--- src/rtl/mem_arb_pkg.sv ---
// Shared definitions for the instruction/data memory port arbiter.
// Holds the FSM state encoding and the default busy timeout.
package mem_arb_pkg;

    typedef enum logic [1:0] {
        StIdle    = 2'd0,
        StIfBusy  = 2'd1,
        StMemBusy = 2'd2,
        StErr     = 2'd3
    } arb_state_e;

    localparam int unsigned TIMEOUT_DEFAULT = 16;

endpackage

--- src/rtl/mem_port_arbiter.sv ---
// Arbitrates fetch and data-access requests onto one single-port RAM.
// Data accesses win over fetches; a hung RAM parks the block in a sticky error state.
module mem_port_arbiter
    import mem_arb_pkg::*;
#(
    parameter int unsigned ADDR_W  = 32,
    parameter int unsigned DATA_W  = 32,
    parameter int unsigned TIMEOUT = TIMEOUT_DEFAULT
) (
    input  logic              clk,
    input  logic              rst,

    input  logic              if_req,
    input  logic [ADDR_W-1:0] if_addr,
    output logic [DATA_W-1:0] if_rdata,
    output logic              if_ready,

    input  logic              mem_req,
    input  logic              mem_we,
    input  logic [ADDR_W-1:0] mem_addr,
    input  logic [DATA_W-1:0] mem_wdata,
    output logic [DATA_W-1:0] mem_rdata,
    output logic              mem_ready,

    output logic              ram_req,
    output logic              ram_we,
    output logic [ADDR_W-1:0] ram_addr,
    output logic [DATA_W-1:0] ram_wdata,
    input  logic [DATA_W-1:0] ram_rdata,
    input  logic              ram_ack,

    output logic              stall_IF,
    output logic              stall_MEM,
    output logic              err
);

    localparam int unsigned     CNT_W    = (TIMEOUT > 1) ? $clog2(TIMEOUT) : 1;
    localparam logic [CNT_W-1:0] CNT_LAST = CNT_W'(TIMEOUT - 1);

    arb_state_e        state_q, state_d;
    logic [CNT_W-1:0]  cnt_q, cnt_d;
    logic [ADDR_W-1:0] addr_q, addr_d;
    logic [DATA_W-1:0] wdata_q, wdata_d;
    logic              we_q, we_d;
    logic [DATA_W-1:0] if_rdata_q, if_rdata_d;
    logic [DATA_W-1:0] mem_rdata_q, mem_rdata_d;
    logic              if_ready_q, if_ready_d;
    logic              mem_ready_q, mem_ready_d;
    logic              busy;

    always_comb begin
        state_d     = state_q;
        cnt_d       = cnt_q;
        addr_d      = addr_q;
        wdata_d     = wdata_q;
        we_d        = we_q;
        if_rdata_d  = if_rdata_q;
        mem_rdata_d = mem_rdata_q;
        if_ready_d  = 1'b0;
        mem_ready_d = 1'b0;

        unique case (state_q)
            StIdle: begin
                // A requester still holds req during its ready cycle; don't regrant it.
                if (mem_req && !mem_ready_q) begin
                    addr_d  = mem_addr;
                    wdata_d = mem_wdata;
                    we_d    = mem_we;
                    cnt_d   = '0;
                    state_d = StMemBusy;
                end else if (if_req && !if_ready_q) begin
                    addr_d  = if_addr;
                    we_d    = 1'b0;
                    cnt_d   = '0;
                    state_d = StIfBusy;
                end
            end
            StIfBusy: begin
                if (ram_ack) begin
                    if_rdata_d = ram_rdata;
                    if_ready_d = 1'b1;
                    state_d    = StIdle;
                end else if (cnt_q == CNT_LAST) begin
                    state_d = StErr;
                end else begin
                    cnt_d = cnt_q + CNT_W'(1);
                end
            end
            StMemBusy: begin
                if (ram_ack) begin
                    if (!we_q) begin
                        mem_rdata_d = ram_rdata;
                    end
                    mem_ready_d = 1'b1;
                    state_d     = StIdle;
                end else if (cnt_q == CNT_LAST) begin
                    state_d = StErr;
                end else begin
                    cnt_d = cnt_q + CNT_W'(1);
                end
            end
            StErr: begin
                state_d = StErr;
            end
        endcase
    end

    always_ff @(posedge clk or posedge rst) begin
        if (rst) begin
            state_q     <= StIdle;
            cnt_q       <= '0;
            addr_q      <= '0;
            wdata_q     <= '0;
            we_q        <= 1'b0;
            if_rdata_q  <= '0;
            mem_rdata_q <= '0;
            if_ready_q  <= 1'b0;
            mem_ready_q <= 1'b0;
        end else begin
            state_q     <= state_d;
            cnt_q       <= cnt_d;
            addr_q      <= addr_d;
            wdata_q     <= wdata_d;
            we_q        <= we_d;
            if_rdata_q  <= if_rdata_d;
            mem_rdata_q <= mem_rdata_d;
            if_ready_q  <= if_ready_d;
            mem_ready_q <= mem_ready_d;
        end
    end

    assign busy      = (state_q == StIfBusy) || (state_q == StMemBusy);
    assign ram_req   = busy;
    // Keep a stale store flag from leaking onto the RAM bus while idle.
    assign ram_we    = we_q & busy;
    assign ram_addr  = addr_q;
    assign ram_wdata = wdata_q;
    assign if_rdata  = if_rdata_q;
    assign mem_rdata = mem_rdata_q;
    assign if_ready  = if_ready_q;
    assign mem_ready = mem_ready_q;
    assign err       = (state_q == StErr);
    assign stall_IF  = if_req & ~if_ready_q;
    assign stall_MEM = mem_req & ~mem_ready_q;

endmodule

--- config.mk ---
export PLATFORM = sky130hd
export DESIGN_NAME = mem_port_arbiter
export DESIGN_NICKNAME = d
export VERILOG_FILES = /design/src/rtl/mem_arb_pkg.sv /design/src/rtl/mem_port_arbiter.sv
export SDC_FILE = /design/constraint.sdc
export NUM_CORES = 1
export LEC_CHECK = 0
export CORE_ASPECT_RATIO = 1.1
export CORE_UTILIZATION = 38
export DETAILED_ROUTE_END_ITERATION = 8
export PLACE_DENSITY = 0.78
export RECOVER_POWER = 100
export SLEW_MARGIN = 20
export SYNTH_ARGS = -nofsm -noshare
export SYNTH_HDL_FRONTEND = slang
export SYNTH_SLANG_ARGS = --single-unit
export TNS_END_PERCENT = 5
--- constraint.sdc ---
create_clock -name clk -period 4.8 [get_ports clk]
set_clock_uncertainty 0.2 [all_clocks]
set_input_delay 0.96 -clock clk [delete_from_list [all_inputs] [get_ports clk]]
set_output_delay 0.96 -clock clk [all_outputs]
set_load 0.01 [all_outputs]
-- Word level (Yosys, flattened, before mapping)
Index checks and enable logic that the tools add are counted.
- register bits after elaboration: 137
- bits of input ports: 134
- logic and storage cells: 56
- add/sub/neg operators: 1
- equal/unequal tests: 8
- multiplexer cells: 17
- bitwise logic cells: 6
- reduce and logical (&&, ||, !) cells: 15
- operators with widths (cell ; number):
    32-bit 2-to-1 mux ; 2
    4-bit 2-to-1 mux ; 4
    2-bit 2-to-1 mux ; 4
    4-bit one-hot mux with 2 select lines ; 1
    2-bit AND reduction ; 4
    2-bit one-hot mux with 3 select lines ; 1
    1-bit 2-to-1 mux ; 5
    4-bit by 1-bit adder with 4-bit output, second input constant ; 1
    2-bit equality test, second input constant ; 2
    4-bit equality test, second input constant ; 1
    2-bit inequality test, second input constant ; 2
    4-bit AND reduction ; 1
    2-bit nonzero test ; 2
    1-bit bitwise AND ; 3
    3-bit by 1-bit inequality test with 1-bit output, second input constant ; 1
    3-bit inequality test, second input constant ; 1
    1-bit NOT ; 3
    3-bit AND reduction ; 1
    2-bit by 1-bit equality test with 1-bit output, second input constant ; 1
    1-bit logical AND ; 2
    1-bit zero test ; 2
    2-bit zero test ; 1
    2-bit OR reduction ; 1
    1-bit logical OR ; 1

-- Depth between registers and ports, before layout
- word-level depth: 5
- depth in mapped cells: 6
- mapped depth without buffers: 5

-- Worst setup path before layout
OpenSTA, ideal clock, no wires.
- path kind: input to output
- start: in if_req
- end: out stall_IF
- arrival time: 1.287 ns
- path slack: 2.353 ns
- stages: 3
- buffers on the path: 1
- path through: nand2b_1 buf_2 inv_1
- longest elaborated chain between the ends: 1
- RTL lines (element ; line ; RTL):
    from (decl) ; mem_port_arbiter.sv:13 ; input logic if_req,
    1-bit bitwise AND ; mem_port_arbiter.sv:143 ; assign stall_IF = if_req & ~if_ready_q;
    to (decl) ; mem_port_arbiter.sv:32 ; output logic stall_IF,
No other way between the ends.

-- Final worst setup path
- start: in mem_req
- end: out stall_MEM
- longest elaborated chain between the ends: 1
- RTL lines (element ; line ; RTL):
    from (decl) ; mem_port_arbiter.sv:18 ; input logic mem_req,
    1-bit bitwise AND ; mem_port_arbiter.sv:144 ; assign stall_MEM = mem_req & ~mem_ready_q;
    to (decl) ; mem_port_arbiter.sv:33 ; output logic stall_MEM,
No other way between the ends.

==> results by group <==
Clock network
  – Worst skew pair latency: slightly above 400 ps
  – # hold bufs at CTS: 0
  – Post-CTS sizing: 0
  – CTS tree: done
  – Root Buffer: clkbuf_16
  – Post-CTS Setup Inserts: 0
  – Reg clk slew, reported paths: approximately 60 ps
  – Clock Sinks: about 140
  – TritonCTS Buffers: 17
  – CTS max path bufs: 2
  – H-tree depth: 4

Global routing
  – Initial antenna violation count: 1
  – GRT Util Overall: approximately a fifth
  – First-pass GRT wire length: 23200 um
  – Global route overflow: 0
  – Vias in the first global route: about 4.5k
  – Largest net degree at the start of global routing: around 140

Pwr
  – Leak: about 4.6 nW
  – Worst ir drop on vdd: ~0.00018 V
  – Power share of the sequential group: between 40% and 50%
  – Net Sw Power: just under 600 uW
  – Internal: around 2.2 mW
  – Power share of the combinational group: roughly 9%
  – Clock power frac: between 40 and 50%
  – Sw Ratio: 20.5%
  – PD cells: approximately 300 nW/um^2

Logic synthesis
  – Commonest cells post-synth: mux2_2, dfrtp_1, buf_2
  – Post-synth top area share: between 50 and 60%
  – Mean Syn Cell Area: 15.5 um^2
  – Syn Inst Count: approximately 380
  – Top post-synthesis cells by area: dfrtp_1, mux2_2, mux2_4, ha_1, buf_2
  – Synth Cell Area: approximately 5800 um^2
  – Post-synth top area cell: dfrtp_1
  – Count of cell types in the netlist: 37
  – Main synth FF type: dfrtp_1
  – Yosys reg bits: 137
  – Post-synth EDFFs: 0
  – Synth Net Count: between 500 and 600
  – Register area share after synthesis: between 50% and 60%
  – Most common cell in the netlist: mux2_2
  – YS warnings: 0
  – Async SR Flop Fraction: 100%

Timing
  – Post-Route Setup TNS: 0 ps
  – Worst setup margin: between 700 and 800 ps
  – Final setup viols: 0
  – RSZ-0062 raised after global routing: false
  – Rel. slew slack: -31.3%
  – Final hold viol count: 0
  – Max Slew Vio Count: around 270
  – Worst-margin pin slew: just under 2000 ps
  – Final min period: a little over 4000 ps
  – Fmax: 246 MHz
  – Period utilisation layout: 84.6%

Cells and area
  – Fin area: around 9000 um^2
  – Layout area overhead: 59.2%
  – Final nets: approximately 790
  – Share of cells above drive strength 1: slightly below 30%

Status
  – Failing checks: capacitance limit, slew limit
  – Status: finished, violations left

Floorplan
  – Core area: roughly 15000 um^2
  – Die Y: roughly 130 um
  – Initial core utilization: between 30% and 40%
  – Site Rows: 47
  – I/O Pins: around 270
  – Die W: around 120 um
  – DIE AREA: approximately 16000 um^2

Route
  – Routed Antenna Nets: 0
  – TritonRoute pass-1 iters: 5
  – DRC violations left: 0
  – Aggregate routed wire length: ~14000 um
  – Drt first-iter violations: roughly 110
  – Routed wire length per instance: between 15 and 20 um
  – Vias per cell: 4.84
  – Via Count: roughly 4.1k

Flow run
  – Maxcap violations: 5

Place
  – Gpl congestion: 0.804
  – Area after DPL: approximately 8700 um^2
  – DP Worst Slack: about 1000 ps
  – Placed wire-length estimate: between 10000 and 15000 um
  – Port buffer count: 268

Critical path
  – Crit-path max FO: 41
  – Worst setup EP type: output pin
  – CP Launch Type: input pin
  – WP data arrival: around 2900 ps
  – Crit Path Class: input pin to output pin
  – Critical Path RT: 3640 ps

Hold path
  – Worst hold path type: flop to flop
## power groups by stage
| stage | sequential [mW] | clock, mW | combinational (mW) |
|---|---|---|---|
| 2_1_floorplan | 1.22 | 0 | 0.0763 |
| 3_3_place_gp | 1.21 | 0 | 0.257 |
| 3_5_place_dp | 1.21 | 0 | 0.263 |
| 4_1_cts | 1.19 | 1.41 | 0.265 |
| 5_1_grt | 1.19 | 1.46 | 0.269 |
| 6_report | 1.19 | 1.38 | 0.247 |
## metrics by stage
step / instances / total power, mW / hold WS [ps] / util, %
after floorplan: 375 / 1.30 / 271 / -
after global placement: 821 / 1.47 / 285 / 57.8
after detailed placement: 821 / 1.47 / 293 / 57.8
after CTS: 852 / 2.86 / 306 / 62.0
after global routing: 853 / 2.92 / 308 / 61.7
final: 853 / 2.81 / 294 / 61.7
## sequential cells by signal, indices dropped and copies added (netlist names)
name / count
we_q: 1
ram_addr: 32
mem_ready: 1
state_q: 2
mem_rdata: 32
cnt_q: 4
if_rdata: 32
ram_wdata: 32
if_ready: 1
## cell families (layout without fill, tap and decap cells)
kind of cell / count (synthesis) / count (layout) / share of synthesized area (%)
other: 0 / 1 / 0
buffers and inverters: 31 / 312 / 2.84
adders and majority gates: 7 / 7 / 1.51
AOI/OAI and AO/OA: 19 / 19 / 2.84
muxes: 162 / 162 / 31.7
and+or+nand+nor: 19 / 19 / 2.13
DFF: 137 / 137 / 59.0
## worst paths after layout
path                                          from                        end  slack, ps  cells past startpoint
min in group asynchronous                      rst   ram_wdata[0]$_DFFE_PP0P_       1560                      3
setup / recovery                           mem_req                  stall_MEM        740                      4
hold reg to reg            if_rdata[9]$_DFFE_PP0P_    if_rdata[9]$_DFFE_PP0P_        290                      1
max in group asynchronous                      rst   ram_addr[30]$_DFFE_PP0P_       1740                      3
setup reg to reg               mem_ready$_DFF_PP0_  ram_wdata[20]$_DFFE_PP0P_       1580                      5
hold / removal             if_rdata[9]$_DFFE_PP0P_    if_rdata[9]$_DFFE_PP0P_        290                      1
## cell type report
class / instances / area (um^2)
clock inverter: 11 / 170
clock buffer: 20 / 457
sequential: 137 / 3430
antenna: 1 / 2.50
timing repair buffer: 272 / 2700
fill: 1202 / 5740
inverter: 9 / 37.5
multi-input combinational: 207 / 2210
tap: 196 / 245
## cells in the final DEF (no fill, tap or decap), types with 3 or more instances in the layout
cell type / n
dlygate4sd3_1: 138
clkinvlp_4: 4
clkdlybuf4s50_1: 130
bufinv_16: 4
inv_1: 8
mux2_4: 4
ha_1: 7
dfrtp_1: 137
nand3b_1: 3
clkbuf_1: 4
clkbuf_16: 17
nand3_1: 3
mux2_2: 154
## per-layer routing
metal | wire length, um | part of all wire [%] | vias to the layer above | track usage, %
met5 | 0 | 0 | - | 0
met4 | 429 | 3.0 | 0 | 9.44
met3 | 1140 | 8.0 | 30 | 6.27
met2 | 7620 | 53 | 174 | 33.5
met1 | 5080 | 36 | 2030 | 19.9
li1 | - | - | 1897 | -
## worst max-delay path, cell delays in order
cell and delay (ps):
dlygate4sd3_1 570, nand2b_4 420, inv_1 250, dlygate4sd3_1 690
Note: power is estimated with default switching activity, not from simulation.
